File: config.mk
export PLATFORM = sky130hd
export DESIGN_NAME = imem_uart_loader_flat
export DESIGN_NICKNAME = d
export VERILOG_FILES = /design/src/rtl/imem_uart_loader_if.sv /design/src/rtl/imem_uart_loader.sv /design/src/flat_wrapper.sv
export SDC_FILE = /design/constraint.sdc
export NUM_CORES = 1
export LEC_CHECK = 0
export BUFFER_PORTS_ARGS = -buffer_cell sky130_fd_sc_hd__buf_2
export CAP_MARGIN = 20
export CORE_MARGIN = 10
export CORE_UTILIZATION = 65
export CTS_BUF_LIST = sky130_fd_sc_hd__clkbuf_4
export DETAILED_ROUTE_END_ITERATION = 10
export MAX_ROUTING_LAYER = met4
export PLACE_DENSITY = 0.88
export SETUP_SLACK_MARGIN = 0.05
export SYNTH_ARGS = -nofsm -noshare
export SYNTH_HDL_FRONTEND = slang
export SYNTH_SLANG_ARGS = --single-unit
File: constraint.sdc
create_clock -name clk -period 11.71 [get_ports clk]
set_clock_uncertainty 0.05 [all_clocks]
set_input_delay 2.342 -clock clk [delete_from_list [all_inputs] [get_ports clk]]
set_output_delay 2.342 -clock clk [all_outputs]
set_load 0.01 [all_outputs]
File: src/rtl/imem_uart_loader_if.sv
// Bundle between the UART byte source / button and the IMEM loader.
// The loader owns the IMEM write port and status outputs (master side);
// the byte source and start button sit on the slave side.
interface imem_uart_loader_if #(
  parameter int ADDR_WIDTH = 14
);
  logic                  start;
  logic [7:0]            rx_data;
  logic                  rx_valid;
  logic                  imem_we;
  logic [ADDR_WIDTH-1:0] imem_addr;
  logic [31:0]           imem_wdata;
  logic                  cpu_hold;
  logic                  done;
  logic                  error;
  logic [15:0]           words_loaded;

  modport master (
    input  start, rx_data, rx_valid,
    output imem_we, imem_addr, imem_wdata, cpu_hold, done, error, words_loaded
  );

  modport slave (
    output start, rx_data, rx_valid,
    input  imem_we, imem_addr, imem_wdata, cpu_hold, done, error, words_loaded
  );
endinterface

File: src/rtl/imem_uart_loader.sv
// UART program loader: takes a little-endian word count followed by the
// little-endian words of the image and writes them into IMEM, holding the
// CPU in reset while a load is in progress or after a failed load.
//
// state    | meaning
// ---------+-----------------------------------------------------------
// S_IDLE   | after reset, waiting for start; CPU running
// S_HDR_LO | waiting for low byte of word count
// S_HDR_HI | waiting for high byte of word count, then range check
// S_DATA   | assembling bytes into words and writing IMEM
// S_DONE   | load finished; CPU released one cycle after entry
// S_ERR    | load aborted (timeout or oversize count); CPU held
module imem_uart_loader #(
  parameter int ADDR_WIDTH     = 14,
  parameter int TIMEOUT_CYCLES = 10_000_000,
  parameter int TCNT_WIDTH     = 24
) (
  input  logic                clk,
  input  logic                rst,
  imem_uart_loader_if.master  bus
);

  typedef enum logic [2:0] {
    S_IDLE,
    S_HDR_LO,
    S_HDR_HI,
    S_DATA,
    S_DONE,
    S_ERR
  } state_t;

  // Counts above the IMEM capacity are rejected, so addresses never wrap.
  localparam logic [16:0]           CAP   = 17'(2 ** ADDR_WIDTH);
  localparam logic [TCNT_WIDTH-1:0] TLAST = TCNT_WIDTH'(TIMEOUT_CYCLES - 1);

  state_t                state;
  logic [15:0]           cnt;
  logic [1:0]            byte_idx;
  logic [ADDR_WIDTH-1:0] word_addr;
  logic [23:0]           wbuf;
  logic [TCNT_WIDTH-1:0] timer;

  logic                  we_r;
  logic [ADDR_WIDTH-1:0] addr_r;
  logic [31:0]           wdata_r;
  logic                  hold_r;
  logic                  done_r;
  logic                  err_r;
  logic [15:0]           wl_r;

  logic [15:0]           cnt_full;
  logic [15:0]           wl_next;
  logic                  timed_out;

  assign cnt_full  = {bus.rx_data, cnt[7:0]};
  assign wl_next   = wl_r + 16'd1;
  assign timed_out = (timer == TLAST);

  assign bus.imem_we      = we_r;
  assign bus.imem_addr    = addr_r;
  assign bus.imem_wdata   = wdata_r;
  assign bus.cpu_hold     = hold_r;
  assign bus.done         = done_r;
  assign bus.error        = err_r;
  assign bus.words_loaded = wl_r;

  // Load sequencer: header parse, word assembly, IMEM write pulses, timeout.
  always_ff @(posedge clk or posedge rst) begin
    if (rst) begin
      state     <= S_IDLE;
      cnt       <= '0;
      byte_idx  <= '0;
      word_addr <= '0;
      wbuf      <= '0;
      timer     <= '0;
      we_r      <= 1'b0;
      addr_r    <= '0;
      wdata_r   <= '0;
      hold_r    <= 1'b0;
      done_r    <= 1'b0;
      err_r     <= 1'b0;
      wl_r      <= '0;
    end else begin
      we_r <= 1'b0;
      if (bus.start) begin
        // Restart wins over a byte arriving in the same cycle; that byte is dropped.
        state     <= S_HDR_LO;
        cnt       <= '0;
        byte_idx  <= '0;
        word_addr <= '0;
        wbuf      <= '0;
        timer     <= '0;
        wl_r      <= '0;
        done_r    <= 1'b0;
        err_r     <= 1'b0;
        hold_r    <= 1'b1;
      end else begin
        case (state)
          S_IDLE: begin
            hold_r <= 1'b0;
          end

          S_HDR_LO: begin
            if (bus.rx_valid) begin
              cnt[7:0] <= bus.rx_data;
              timer    <= '0;
              state    <= S_HDR_HI;
            end else if (timed_out) begin
              state <= S_ERR;
              err_r <= 1'b1;
            end else begin
              timer <= timer + 1'b1;
            end
          end

          S_HDR_HI: begin
            if (bus.rx_valid) begin
              cnt[15:8] <= bus.rx_data;
              timer     <= '0;
              if (cnt_full == 16'd0) begin
                state  <= S_DONE;
                done_r <= 1'b1;
              end else if ({1'b0, cnt_full} > CAP) begin
                state <= S_ERR;
                err_r <= 1'b1;
              end else begin
                state <= S_DATA;
              end
            end else if (timed_out) begin
              state <= S_ERR;
              err_r <= 1'b1;
            end else begin
              timer <= timer + 1'b1;
            end
          end

          S_DATA: begin
            if (bus.rx_valid) begin
              timer    <= '0;
              byte_idx <= byte_idx + 2'd1;
              case (byte_idx)
                2'd0: wbuf[7:0]   <= bus.rx_data;
                2'd1: wbuf[15:8]  <= bus.rx_data;
                2'd2: wbuf[23:16] <= bus.rx_data;
                default: begin
                  we_r      <= 1'b1;
                  addr_r    <= word_addr;
                  wdata_r   <= {bus.rx_data, wbuf};
                  word_addr <= word_addr + 1'b1;
                  wl_r      <= wl_next;
                  if (wl_next == cnt) begin
                    state  <= S_DONE;
                    done_r <= 1'b1;
                  end
                end
              endcase
            end else if (timed_out) begin
              // Any partially assembled word is simply abandoned.
              state <= S_ERR;
              err_r <= 1'b1;
            end else begin
              timer <= timer + 1'b1;
            end
          end

          S_DONE: begin
            // Released one cycle after entry so the final IMEM write lands first.
            hold_r <= 1'b0;
          end

          S_ERR: begin
            hold_r <= 1'b1;
          end

          default: begin
            state  <= S_IDLE;
            hold_r <= 1'b0;
          end
        endcase
      end
    end
  end

endmodule

File: src/flat_wrapper.sv
// flat-port wrapper written by rule: the top's interface ports become plain ports
module imem_uart_loader_flat 
#(
  parameter int ADDR_WIDTH     = 14,
  parameter int TIMEOUT_CYCLES = 10_000_000,
  parameter int TCNT_WIDTH     = 24
)
  (clk, rst, bus_start, bus_rx_data, bus_rx_valid, bus_imem_we, bus_imem_addr, bus_imem_wdata, bus_cpu_hold, bus_done, bus_error, bus_words_loaded);
  imem_uart_loader_if #(.ADDR_WIDTH(ADDR_WIDTH)) bus_i ();
  input  logic clk;
  input  logic rst;
  input wire logic [$bits(bus_i.start)-1:0] bus_start;
  input wire logic [$bits(bus_i.rx_data)-1:0] bus_rx_data;
  input wire logic [$bits(bus_i.rx_valid)-1:0] bus_rx_valid;
  output wire logic [$bits(bus_i.imem_we)-1:0] bus_imem_we;
  output wire logic [$bits(bus_i.imem_addr)-1:0] bus_imem_addr;
  output wire logic [$bits(bus_i.imem_wdata)-1:0] bus_imem_wdata;
  output wire logic [$bits(bus_i.cpu_hold)-1:0] bus_cpu_hold;
  output wire logic [$bits(bus_i.done)-1:0] bus_done;
  output wire logic [$bits(bus_i.error)-1:0] bus_error;
  output wire logic [$bits(bus_i.words_loaded)-1:0] bus_words_loaded;
  assign bus_i.start = bus_start;
  assign bus_i.rx_data = bus_rx_data;
  assign bus_i.rx_valid = bus_rx_valid;
  assign bus_imem_we = bus_i.imem_we;
  assign bus_imem_addr = bus_i.imem_addr;
  assign bus_imem_wdata = bus_i.imem_wdata;
  assign bus_cpu_hold = bus_i.cpu_hold;
  assign bus_done = bus_i.done;
  assign bus_error = bus_i.error;
  assign bus_words_loaded = bus_i.words_loaded;
  imem_uart_loader #(.ADDR_WIDTH(ADDR_WIDTH), .TIMEOUT_CYCLES(TIMEOUT_CYCLES), .TCNT_WIDTH(TCNT_WIDTH)) u_core (.clk(clk), .rst(rst), .bus(bus_i));
endmodule
==> results.cfg <==
[global_route]
track_usage_pct = 21.9
grt_start_max_net_pins = 89
grt_pass1_vias = 5326
grt_pass1_wl_um = 26200
antenna_found_initial = 0
grt_overflow = 0

[power]
pwr-share-comb_pct = 6.8
p_leak_nw = 3.56
peakVddDrop_mv = 0.0663
p_sw_share_pct = 26.4
clkPwrFrac_pct = 32.8
p_int_mw = 0.643
power.switching_mw = 0.230
seq_power_share_pct = 60.4
pwr_density_cell_nw_per_um2 = 112

[floorplanning]
core_area_sq_um = 10500
start_util_pct = 67.4
io_pins = 78
die_h_um = 124
die_area_sq_um = 15400
die_x_um = 124
rows = 37

[logic_synthesis]
syn_inst = 697
postSynthAreaPerCell_sq_um = 10.1
synth_edf_count = 0
synth.distinct_cells = 52
synth_most_common_cell = dfrtp_1
syn_nets = 716
ys.flop_type = dfrtp_1
yosys.area.top_type = dfrtp_1
synth_area_sq_um = 7050
seq_area_frac_synth_pct = 52.9
synth_top_area_share_pct = 52.9
netlist_top_cells_count = dfrtp_1 (149), nand2_1 (81), nor2_1 (71), a21oi_1 (54), mux2_2 (46)
postSynth.asyncResetShare_pct = 100
yosys-top-cells-area = dfrtp_1 (53%), mux2_2 (7.3%), nand2_1 (4.3%), xnor2_1 (4.1%), a21oi_1 (3.8%)
yosysWarnings = 0
ys_seq_elements = 149

[drt]
initialDrtViolationCount = 537
dr.pass1.iters = 5
drc = 0
routed_wl_um = 16000
avgViaCountPerCell = 6.06
vias = 5500
ant_nets = 0
wire_per_inst_um = 17.6

[setup_path]
critPathMaxStageDelay_ns = 0.67
critPathSlowestCell = buf_4
crit_path_end_kind = flip-flop
path_delay_family = simple AND/OR/NAND/NOR gates
path_class = input port to flip-flop
cp.depth = 6
cp.buffers_inverters = 2
worstSetupEndpoint = u_core.timer[19]
worstPathMaxFanout = 88
worst_setup_path_start_kind = input port
r2r_slack_ns = 8.80
rr_worst_depth = 8
cp.required_ns = 12.13
critPathArrivalTime_ns = 4.74
r2r_start = u_core.timer[0]
critPathLaunch = bus_start
path_cells = buf_2 > buf_4 > a21oi_2 > or4_4 > or4_1 > a21oi_1
crit-reg2reg-capture = u_core.timer[7]

[layout]
multi_input_area_sq_um = 3130
num_antenna_cells = 0
fill_cells = 754
finalCoreUtilization_pct = 74.3
area.growth.synth_to_final_pct = 10.2
layout-drive-gt1-share_pct = 22.2
layout.nets = 779
regArea_sq_um = 3730
final_area_sq_um = 7770

[sta]
min_period_over_period_pct = 36.9
fmax_mhz = 231
setup_ws_ns = 7.39
slew_headroom_pct = 39.4
period_minus_slack_ns = 4.32
slew_violations = 0
tns_ns = 0
setup_viol = 0
hold_viol = 0
rsz0062_at_grt = no
tightest_slew_ns = 0.909

[clock_tree]
clkLatencyLatePin_ns = 0.54
cts_buffer_depth = 2
htreeDepth = 4
cts.repair_timing.setup_buffer_count = 0
cts.repair.resized = 0
tritoncts = done
cts_inserted_buffers = 17
cts_root_buf = clkbuf_4
hold_buffers = 0
clk_pin_slew_ns = 0.12
clock_sinks = 149

[status]
outcome = complete, no violations

[placed_design]
post_dp_cell_area_sq_um = 7490
hpwl_um = 10900
place_congestion = 0.952
pre_cts_ws_ns = 6.23
place.port_buffers = 77

[flow_run]
drv_cap = 0

[min_path]
hold_path.class = flip-flop to flip-flop
[registers in the layout, summed over array words and instances, names as in the netlist]
signal	count
u_core.bus.error	1
u_core.cnt	16
u_core.timer	24
u_core.wbuf	24
u_core.bus.imem_addr	14
u_core.bus.imem_we	1
u_core.bus.words_loaded	16
u_core.bus.done	1
u_core.byte_idx	2
u_core.state	3
u_core.bus.cpu_hold	1
u_core.word_addr	14
u_core.bus.imem_wdata	32
[per-stage QoR]
| step | power, mW | hold slack, ns | std cells |
|---|---|---|---|
| 5_1_grt | 0.909 | 0.478 | 907 |
| 3_5_place_dp | 0.595 | 0.440 | 875 |
| 2_1_floorplan | 0.578 | 0.429 | 697 |
| 6_report | 0.873 | 0.468 | 907 |
| 3_3_place_gp | 0.592 | 0.436 | 875 |
| 4_1_cts | 0.877 | 0.470 | 905 |
[worst min-delay path by stage]
| stage | start | endpoint | slack (ns) | cells past startpoint |
|---|---|---|---|---|
| after global placement | u_core.bus.imem_wdata[31] | u_core.bus.imem_wdata[31] | 0.44 | 1 |
| after floorplan | u_core.wbuf[0] | u_core.bus.imem_wdata[0] | 0.43 | 1 |
| after global routing | u_core.bus.imem_addr[11] | u_core.bus.imem_addr[11] | 0.48 | 1 |
| after CTS | u_core.bus.imem_addr[10] | u_core.bus.imem_addr[10] | 0.47 | 1 |
| final | u_core.bus.imem_addr[10] | u_core.bus.imem_addr[10] | 0.47 | 1 |
| after detailed placement | u_core.bus.imem_wdata[16] | u_core.bus.imem_wdata[16] | 0.44 | 1 |
[logic make-up after synthesis]
logic type / synth area share (%)
AOI/OAI and AO/OA: 8.14
xor gates and xnor gates: 7.33
adders and majority gates: 1.24
buffers and inverters: 2.87
DFF: 52.9
muxes: 8.62
and+or+nand+nor: 18.9
[worst reg2reg max path: stages, from the launching register on]
cell and delay, ns:
dfrtp_1 0.44, ha_1 0.19, nand3_1 0.17, nor4_1 0.52, nand3_2 0.18, a21oi_2 0.72
or4_4 0.30, xor2_1 0.16, nor2_1 0.06
[cell usage in the layout (no fill, tap or decap), types with 9 or more instances in the layout]
cell / n
nand4_1: 14
dfrtp_1: 149
a21oi_1: 54
nand3_1: 40
mux2_2: 46
nand2_1: 81
nor3_1: 20
mux2i_1: 9
or3_1: 14
inv_1: 11
o21ai_0: 20
xnor2_1: 33
nor2_1: 69
buf_2: 77
clkbuf_4: 18
xor2_1: 26
[per-layer routing]
layer	GRT usage (%)	share of wire, %	vias up
li1	-	-	2553
met1	27.5	41	2695
met2	34.4	50	215
met3	4.80	6.9	37
met4	7.91	1.9	0
met5	-	0	-
[power by group through the flow]
stage	Clock, mW	Combinational, mW	Sequential [mW]
2_1_floorplan	0	0.0437	0.534
3_3_place_gp	0	0.0551	0.537
3_5_place_dp	0	0.0577	0.537
4_1_cts	0.292	0.0579	0.527
5_1_grt	0.314	0.0664	0.528
6_report	0.286	0.0594	0.528
[area by class of cell]
type,instances,area share [%]
multi-input cells,498,40.3
repair buffers,82,5.80
clock inverters,12,1.37
clock buffers,18,1.74
flip-flops and latches,149,48.0
well taps,136,2.19
inverters,12,0.644
Power figures use the tool's default switching activity.
